`config.mk`:
```
export PLATFORM = sky130hd
export DESIGN_NAME = spi_sram_arbiter
export DESIGN_NICKNAME = d
export VERILOG_FILES = /design/src/rtl/spi_sram_arbiter.sv
export SDC_FILE = /design/constraint.sdc
export NUM_CORES = 1
export LEC_CHECK = 0
export CORE_MARGIN = 4
export CORE_UTILIZATION = 24
export DETAILED_ROUTE_END_ITERATION = 10
export GPL_ROUTABILITY_DRIVEN = 0
export PLACE_DENSITY = 0.79
export SLEW_MARGIN = 20
export SYNTH_ARGS = -nofsm -noshare
export SYNTH_HDL_FRONTEND = slang
export SYNTH_SLANG_ARGS = --single-unit
export TNS_END_PERCENT = 20
```
`constraint.sdc`:
```
create_clock -name clk -period 1.6 [get_ports clk]
set_clock_uncertainty 0.2 [all_clocks]
set_input_delay 0.24 -clock clk [delete_from_list [all_inputs] [get_ports clk]]
set_output_delay 0.24 -clock clk [all_outputs]
set_load 0.1 [all_outputs]
```
`src/rtl/spi_sram_arbiter.sv`:
```
// Two-master (ibus read-only, dbus read/write) arbiter in front of a single SPI SRAM controller.
// Fair round-robin on ties, one-cycle release gap after every slave transfer, watchdog abort.
module spi_sram_arbiter #(
    parameter int unsigned TIMEOUT = 100
) (
    input  logic        clk,
    input  logic        rst,
    // ibus (read-only)
    input  logic        i_cyc,
    input  logic [13:0] i_adr,
    output logic [31:0] i_rdt,
    output logic        i_ack,
    output logic        i_err,
    // dbus
    input  logic        d_cyc,
    input  logic [13:0] d_adr,
    input  logic        d_we,
    input  logic [3:0]  d_sel,
    input  logic [31:0] d_dat,
    output logic [31:0] d_rdt,
    output logic        d_ack,
    output logic        d_err,
    // SPI SRAM controller side
    output logic        s_cyc,
    output logic [13:0] s_adr,
    output logic        s_we,
    output logic [3:0]  s_sel,
    output logic [31:0] s_dat,
    input  logic [31:0] s_rdt,
    input  logic        s_ack,
    // status
    output logic        busy
);

    localparam int unsigned WDW = 8;
    localparam int unsigned SW  = 4;
    localparam int unsigned DW  = 32;

    localparam logic GNT_I = 1'b0;
    localparam logic GNT_D = 1'b1;

    typedef enum logic [1:0] {
        ST_IDLE    = 2'd0,
        ST_BUSY    = 2'd1,
        ST_RELEASE = 2'd2
    } state_t;

    state_t           state;
    state_t           state_nxt;
    logic             grant;
    logic             grant_nxt;
    logic             last_grant;
    logic [WDW-1:0]   wd;
    logic             timeout_c;
    logic             gnt_cyc_c;
    logic             enter_busy_c;

    assign timeout_c    = (wd == WDW'(TIMEOUT));
    assign enter_busy_c = (state == ST_IDLE) && (state_nxt == ST_BUSY);

    // State register
    always_ff @(posedge clk or posedge rst) begin
        if (rst) begin
            state <= ST_IDLE;
        end else begin
            state <= state_nxt;
        end
    end

    // Next state and grant selection; ties go to the master not served last
    always_comb begin
        state_nxt = state;
        grant_nxt = grant;
        case (state)
            ST_IDLE: begin
                if (i_cyc || d_cyc) begin
                    state_nxt = ST_BUSY;
                    if (i_cyc && d_cyc) begin
                        grant_nxt = ~last_grant;
                    end else begin
                        grant_nxt = d_cyc ? GNT_D : GNT_I;
                    end
                end
            end
            ST_BUSY: begin
                if (s_ack || timeout_c) begin
                    state_nxt = ST_RELEASE;
                end
            end
            ST_RELEASE: begin
                state_nxt = ST_IDLE;
            end
            default: begin
                state_nxt = ST_IDLE;
            end
        endcase
    end

    // Grant, fairness history and watchdog, all captured on entry to BUSY
    always_ff @(posedge clk or posedge rst) begin
        if (rst) begin
            grant      <= GNT_I;
            last_grant <= GNT_I;
            wd         <= '0;
        end else if (enter_busy_c) begin
            grant      <= grant_nxt;
            last_grant <= grant_nxt;
            wd         <= '0;
        end else if (state == ST_BUSY) begin
            wd         <= wd + WDW'(1);
        end
    end

    // Handshake outputs; a master that dropped cyc gets neither ack nor err
    always_comb begin
        s_cyc     = 1'b0;
        busy      = 1'b0;
        i_ack     = 1'b0;
        d_ack     = 1'b0;
        i_err     = 1'b0;
        d_err     = 1'b0;
        gnt_cyc_c = 1'b0;
        if (state != ST_IDLE) begin
            busy = 1'b1;
        end
        if (state == ST_BUSY) begin
            s_cyc     = 1'b1;
            gnt_cyc_c = (grant == GNT_D) ? d_cyc : i_cyc;
            if (s_ack) begin
                i_ack = gnt_cyc_c && (grant == GNT_I);
                d_ack = gnt_cyc_c && (grant == GNT_D);
            end else if (timeout_c) begin
                i_err = gnt_cyc_c && (grant == GNT_I);
                d_err = gnt_cyc_c && (grant == GNT_D);
            end
        end
    end

    // Request payload mux toward the slave
    always_comb begin
        s_adr = i_adr;
        s_we  = 1'b0;
        s_sel = {SW{1'b1}};
        s_dat = '0;
        if (grant == GNT_D) begin
            s_adr = d_adr;
            s_we  = d_we;
            s_sel = d_sel;
            s_dat = d_dat;
        end
    end

    assign i_rdt = DW'(s_rdt);
    assign d_rdt = DW'(s_rdt);

endmodule

```
==> Yosys cells after proc, flatten, opt, wreduce, memory -nomap -nowiden <==
Cells that the tools add are included.
{ "word_totals": {"register_bits": 11, "inputBits": 102, "output_inout_bits": 121, "word_cells": 44} }
{ "op_classes": {"addsub": 1, "n_eq_ne": 3, "muxes": 26, "bitwise_logic": 1, "n_reduce_logical": 10} }
{ "op_table": {"columns": ["op", "n"], "rows": [
  ["2-to-1 mux 32 bit", 1],
  ["2-to-1 mux 1 bit", 18],
  ["2-to-1 mux 8 bit", 2],
  ["2-to-1 mux 14 bit", 1],
  ["adder 8 x 1 -> 8 bit, second input constant", 1],
  ["== test 8 x 7 -> 1 bit, second input constant", 1],
  ["== test 2 x 1 -> 1 bit, second input constant", 2],
  ["logical AND 1 bit", 4],
  ["2-to-1 mux 2 bit", 2],
  ["2-to-1 mux 4 bit", 1],
  ["case mux 2 bit (2 select lines)", 1],
  ["nonzero test 2 bit", 2],
  ["AND reduction 3 bit", 1],
  ["logical NOT 2 bit", 1],
  ["logical OR 1 bit", 2],
  ["inverter 1 bit", 1]
]} }

==> Logic depth before layout (Yosys ltp) <==
Gate-level depths: netlist (run 1).
{ "depth": {"ltp_word": 7, "depth_mapped": 4, "ltp_nobuf": 4} }

==> Least setup slack after synthesis (run 1) <==
OpenSTA, ideal clock, no wires.
{ "synth_path": {"path_kind": "register to output", "from": "reg wd[3]", "to": "out d_err", "arrival_ns": 3.662, "t_required_ns": 1.160, "slack_ns": -2.502, "stages_incl_launch_ff": 4, "n_path_buf": 0, "path_cell_list": "dfrtp_1 nor4b_2 nand3_1 nor4_1"} }
{ "synth_between": {"elab_chain_len": 4} }
{ "synth_lines": {"columns": ["element", "line", "rtl"], "rows": [
  ["from (decl)", "53", "logic [WDW-1:0] wd;"],
  ["from (signal assigned)", "110", "wd <= wd + WDW'(1);"],
  ["== test 8 x 7 -> 1 bit", "58", "assign timeout_c = (wd == WDW'(TIMEOUT));"],
  ["2-to-1 mux 1 bit", "132", "end else if (timeout_c) begin"],
  ["2-to-1 mux 1 bit", "129", "if (s_ack) begin"],
  ["2-to-1 mux 1 bit", "126", "if (state == ST_BUSY) begin"],
  ["to (decl)", "22", "output logic d_err,"]
]} }
Every way passes these cells.

==> Worst setup path after layout (run 1) <==
{ "layout_path": {"from": "reg wd[7]", "to": "out i_err"} }
{ "layout_between": {"elab_chain_len": 4} }
{ "layout_lines": {"columns": ["element", "line", "rtl"], "rows": [
  ["== test 8 x 7 -> 1 bit", "58", null],
  ["2-to-1 mux 1 bit", "132", null],
  ["2-to-1 mux 1 bit", "129", null],
  ["2-to-1 mux 1 bit", "126", null],
  ["to (decl)", "13", "output logic i_err,"]
]} }
Every way passes these cells.

==> impl_metrics.toml, run 1 <==
[clock_tree]
clk_pin_slew_ns = 0.05
cts_buffer_depth = 2
cts_hold_buf = 0
worst_skew_pair.late_latency_ns = 0.24
cts_root_buf = "clkbuf_8"
cts_tree = "yes"
ctsHtreeMaxLevel = 1
clkSinkCount = 11
numCtsBuffers = 3

[pwr]
finalPower_mw = 7.72
p_per_area_nw_per_um2 = 2230
power_frac_comb_pct = 90.9
switching_share_pct = 57.3
internal_power_mw = 3.30
pwr-share-seq_pct = 5.6
leakagePower_nw = 1.53
peakVddDrop_mv = 1.56
clock_power_share_pct = 3.5
switching_power_mw = 4.43

[sta]
timing.slew.headroom_pct = 73.0
fin_crit_sh_pct = 128
setup_viol = 58
hold_viol_final = 0
rsz0062_at_grt = "yes"
worst_slack_ns = -0.456
fin_setup_tns_ns = -11.72
clock.fmax_mhz = 486
tightest_slew_ns = 0.405
finalMaxSlewViolations = 0
min_period_ns = 2.06

[finish]
final_layout_size_suffix_gt1_share_pct = 55.6
area_delta_synth_final_pct = 130
layout_commonest_cell = "clkdlybuf4s50_1"
mostFrequentLayoutCells = "clkdlybuf4s50_1 (69), buf_12 (60), and2_4 (33)"
fin_util_pct = 57.9
final_nets = 375

[detailed_routing]
first_pass_iters = 4
drt-initial-drc-count = 40
vias_per_cell = 4.58
avgRoutedWirePerCell_um = 19.7
wl_um = 6830
ant_nets = 0
drc = 0
vias = 1584

[die]
die_h_um = 87.2
die_w_um = 87.2
core_um2 = 5990
rows = 28
dieArea_um2 = 7600
ios = 223
initial_utilization_pct = 25.1

[global_route]
antenna_found_initial = 1
grt_pass1_vias = 1718
overflow = 0
globalRouteTotalUtil_pct = 17.2
grt_max_degree = 16
grt_pass1_wl_um = 10000

[setup_path]
r2r_slack_ns = -0.01
start_kind = "flop"
cp_cell_sequence = "nor4b_4 -> nand3_2 -> nor4_4 -> buf_12"
cpMaxStageDelayCell = "dfrtp_1"
worst_setup_path_end_kind = "primary output"
cp_max_fo = 2
crit_type = "flop to primary output"
crit_path_max_incr_delay_ns = 0.40
crit_arrival_ns = 1.62
required_ns = 1.16

[outcome]
violations = "setup timing"
status = "finished with violations"

[synthesis]
yosysSeqAreaShare_pct = 18.3
synthArstFlopShare_pct = 100
yosysTopAreaCell = "buf_4"
ys_ff_latch = 11
yosysUniqueCellTypes = 30
synth_ff_type = "dfrtp_1"
yosys_warnings = 0
synth-edff-count = 0
avgSynthCellArea_um2 = 8.04
yosys-top-cells-area = "buf_4 (32%), dfrtp_1 (18%), and2_1 (14%)"
syn_inst = 187
netlist_area_um2 = 1500
syn_nets = 291
yosysTopAreaCellShare_pct = 32.4

[placement]
dp_slack_ns = -0.332
dpl.hpwl_um = 5430
port_buffers = 126

[min_path]
hold_path_class = "primary input to async pin"

[job]
maxCapViolCount = 0
per-stage QoR:
| stage | hold slack [ns] | instance area, µm² | std cells |
|---|---|---|---|
| after global placement | 0.278 | 3160 | 337 |
| after detailed placement | 0.281 | 3160 | 337 |
| final | 0.0999 | 3470 | 346 |
| after global routing | 0.157 | 3470 | 346 |
| after CTS | 0.111 | 3440 | 344 |
| after floorplan | -0.108 | 1580 | 187 |
final cells by class:
class / count / area (µm²)
multi-input combinational: 99 / 933
fill: 460 / 2520
tap: 75 / 93.8
timing repair buffer: 149 / 2080
sequential: 11 / 277
clock buffer: 4 / 45.0
antenna: 1 / 2.50
inverter: 7 / 30.0
sequential cells by signal (all words and copies together) (netlist names):
| signal | cells |
|---|---|
| last_grant | 1 |
| state | 2 |
| wd | 8 |
path summary, 6_finish.rpt:
kind	to	depth (start not counted)	startpoint
worst max-delay path	i_err	4	wd[7]
worst min-delay path	wd[2]	2	rst
worst max register to register	wd[4]	5	wd[0]
worst min register to register	wd[6]	2	wd[6]
max in group asynchronous	last_grant	2	rst
min in group clk	d_rdt[15]	0	s_rdt[15]
cell families after synthesis:
kind of cell	after synthesis	synth area share, %
buffers and inverters	77	35.5
and+or+nand+nor	65	26.3
muxes	16	11.8
AOI/OAI and AO/OA	15	5.82
DFF	11	18.3
adders and majority gates	2	1.66
xor gates and xnor gates	1	0.582
synth_stat cells (2+ instances only):
cell,instances
a21oi_1,4
and2_1,34
and3_2,2
buf_4,65
clkbuf_1,4
dfrtp_1,11
ha_1,2
inv_1,7
mux2_2,14
mux2i_1,2
nand2_1,4
nand2b_1,5
nand3_1,4
nor2_1,6
nor4_1,2
o21ai_0,6
or3_1,2
metal layers:
| layer | vias to the layer above | GRT usage, % | part of all wire, % |
|---|---|---|---|
| met3 | 6 | 4.54 | 12 |
| met4 | 0 | 3.91 | 0.37 |
| li1 | 713 | - | - |
| met2 | 119 | 30.5 | 50 |
| met5 | - | 0 | 0 |
| met1 | 746 | 20.7 | 38 |
power groups by stage:
stage          clock [mW]  combinational [mW]  sequential (mW)
4_1_cts             0.277                6.98            0.459
5_1_grt             0.288                7.22            0.443
2_1_floorplan           0                4.66            0.406
6_report            0.273                7.02            0.432
3_5_place_dp            0                6.38            0.421
3_3_place_gp            0                6.34            0.413
critical path: cells and delay by family, from the launching register on:
family,cells,cell delay [ns]
flops,1,0.40
simple gates,3,0.75
buf+inv,1,0.22
timing repair:
action / in CTS / in global routing
gates resized for setup: 59 / 3
setup endpoints to repair: 57 / 61
pin swaps: 3 / 1
cloned: 2 / 0
setup buffers: 1 / 2
(Power assumes the default switching activity.)
==> inputs of run 2 (changes only) <==
--- a/config.mk
+++ b/config.mk
@@ -5,12 +5,13 @@
 export SDC_FILE = /design/constraint.sdc
 export NUM_CORES = 1
 export LEC_CHECK = 0
+export CORE_ASPECT_RATIO = 1.75
 export CORE_MARGIN = 4
 export CORE_UTILIZATION = 24
+export CTS_BUF_LIST = sky130_fd_sc_hd__clkbuf_4
 export DETAILED_ROUTE_END_ITERATION = 10
 export GPL_ROUTABILITY_DRIVEN = 0
 export PLACE_DENSITY = 0.79
-export SLEW_MARGIN = 20
 export SYNTH_ARGS = -nofsm -noshare
 export SYNTH_HDL_FRONTEND = slang
 export SYNTH_SLANG_ARGS = --single-unit
==> run 2 against run 1 <==
The flow still finishes with violations (setup timing). Setup slack lost 0.022 ns. Die area grew 0.66%. Clock power shrank 23%. Non-clock buffer count grew 2. Global-route usage grew 0.56 points. Critical path depth is the same. Fmax shrank 1.1%. Sequential power grew 0.9%. Critical path type unchanged. Final cell count grew 1.2%. Wire length grew 5.0%. Total power shrank 1.7%. Design area shrank 1.2%.
==> impl_metrics.toml, run 2 (synthesis results as in run 1) <==
[outcome]
status = "finished with violations"
violations = "setup timing"

[clock_tree]
worst_skew_pair.late_latency_ns = 0.27
cts_buffer_depth = 2
cts_tree = "yes"
clkSinkCount = 11
numCtsBuffers = 3
ctsHtreeMaxLevel = 1
cts_root_buf = "clkbuf_4"
clk_pin_slew_ns = 0.07

[finish]
final_layout_size_suffix_gt1_share_pct = 55.9
fillers = 482
top_register = "wd"
mostFrequentLayoutCells = "clkdlybuf4s50_1 (69), buf_12 (59), and2_4 (29)"
area_delta_synth_final_pct = 128
largest_reg_flops = 8
final_nets = 377
reg_top3 = "wd: 8 flops, state: 2 flops, last_grant: 1 flops"
final_cells = 350
layout_commonest_cell = "clkdlybuf4s50_1"
diodes = 0

[sta]
min_period_ns = 2.08
worst_slack_ns = -0.478
setup_viol = 56
timing.slew.headroom_pct = 70.1
fin_crit_sh_pct = 130
hold_viol_final = 0
finalMaxSlewViolations = 0
tightest_slew_ns = 0.447
clock.fmax_mhz = 481
fin_setup_tns_ns = -14.03
rsz0062_at_grt = "yes"

[setup_path]
cpMaxStageDelayCell = "dfrtp_1"
worst_setup_path_end_kind = "primary output"
crit_type = "flop to primary output"
required_ns = 1.16
start_kind = "flop"
cp.buffers_inverters = 1
cp_top_family = "simple AND/OR/NAND/NOR gates"
cp_cell_sequence = "nor4b_4 -> nand3_2 -> nor4_4 -> buf_12"
reg2reg_depth = 5
crit_cells = 4
crit_arrival_ns = 1.64
cp_max_fo = 2
crit_path_max_incr_delay_ns = 0.42

[global_route]
overflow = 0
grt_pass1_vias = 1770
grt_pass1_wl_um = 9980
antenna_found_initial = 0
globalRouteTotalUtil_pct = 17.8
grt_max_degree = 16

[die]
initial_utilization_pct = 25.2
dieArea_um2 = 7650
die_w_um = 67.8
die_h_um = 113
core_um2 = 5970
ios = 223
rows = 37

[detailed_routing]
vias = 1568
ant_nets = 0
wl_um = 7170
drc = 0
drt-initial-drc-count = 34
first_pass_iters = 4
vias_per_cell = 4.48
avgRoutedWirePerCell_um = 20.5

[placement]
dp_slack_ns = -0.293
dpl.hpwl_um = 5850
port_buffers = 126
dp_cells = 340

[min_path]
hold_path_class = "primary input to async pin"

[job]
maxCapViolCount = 0

[pwr]
leakagePower_nw = 1.51
p_per_area_nw_per_um2 = 2220
peakVddDrop_mv = 1.25
finalPower_mw = 7.60
-- run 2: cell types whose count changed in the layout (fill, tap and decap cells not counted), moves of 3 or more --
cell,before,now
clkbuf_8,3,0
and2_2,0,4
and2_4,33,29
buf_6,4,7
clkbuf_4,0,4
-- run 2: through the flow --
stage / hold slack [ns] / util [%] / cell area, µm²
global placement: 0.281 / 52.9 / 3160
global route: 0.0855 / 57.3 / 3420
CTS: 0.0656 / 56.9 / 3400
finish: 0.0581 / 57.3 / 3420
floorplan: -0.108 / - / 1580
detailed placement: 0.281 / 52.9 / 3160
-- run 2: final timing paths --
kind                              to  startpoint  slack, ns
setup / recovery               i_err       wd[7]      -0.48
hold / removal                 wd[6]         rst       0.06
setup reg to reg               wd[4]       wd[0]       0.04
hold reg to reg                wd[6]       wd[6]       0.34
max in group asynchronous   state[0]         rst       0.82
min in group clk           d_rdt[16]   s_rdt[16]       0.28
-- run 2: cell type report --
cell class	instances	area [µm²]	area share [%]
sequential	11	278	8.11
tap	78	97.6	2.85
timing repair buffer	151	2070	60.5
clock buffer	4	30.0	0.877
inverter	7	30.0	0.877
multi-input combinational	99	918	26.8
-- run 2: worst register-to-register path, stage by stage (launching register included) --
cell and delay [ns]:
dfrtp_1 0.35, buf_4 0.14, ha_1 0.14, nand3b_1 0.15, or3_1 0.37, a21oi_2 0.15
-- run 2: repair_timing --
item / in CTS / in global routing
resized for setup: 48 / 10
setup endpoints to repair: 57 / 61
buffers inserted: 3 / 3
hold endpoints to repair: 0 / 0
hold buffers: 0 / 0
pin swaps: 2 / 0
cloned: 2 / 0
-- run 2: routing by layer --
| metal | share of wire [%] | global-route usage, % |
|---|---|---|
| met1 | 27 | 14.3 |
| met2 | 49 | 31.3 |
| met3 | 20 | 12.0 |
| met4 | 4.4 | 8.63 |
| met5 | 0 | 0 |
-- run 2: power breakdown --
group | switching, mW | internal, mW
clock | 0.0965 | 0.114
sequential | 0.0856 | 0.351
combinational | 4.22 | 2.73
total | 4.41 | 3.19
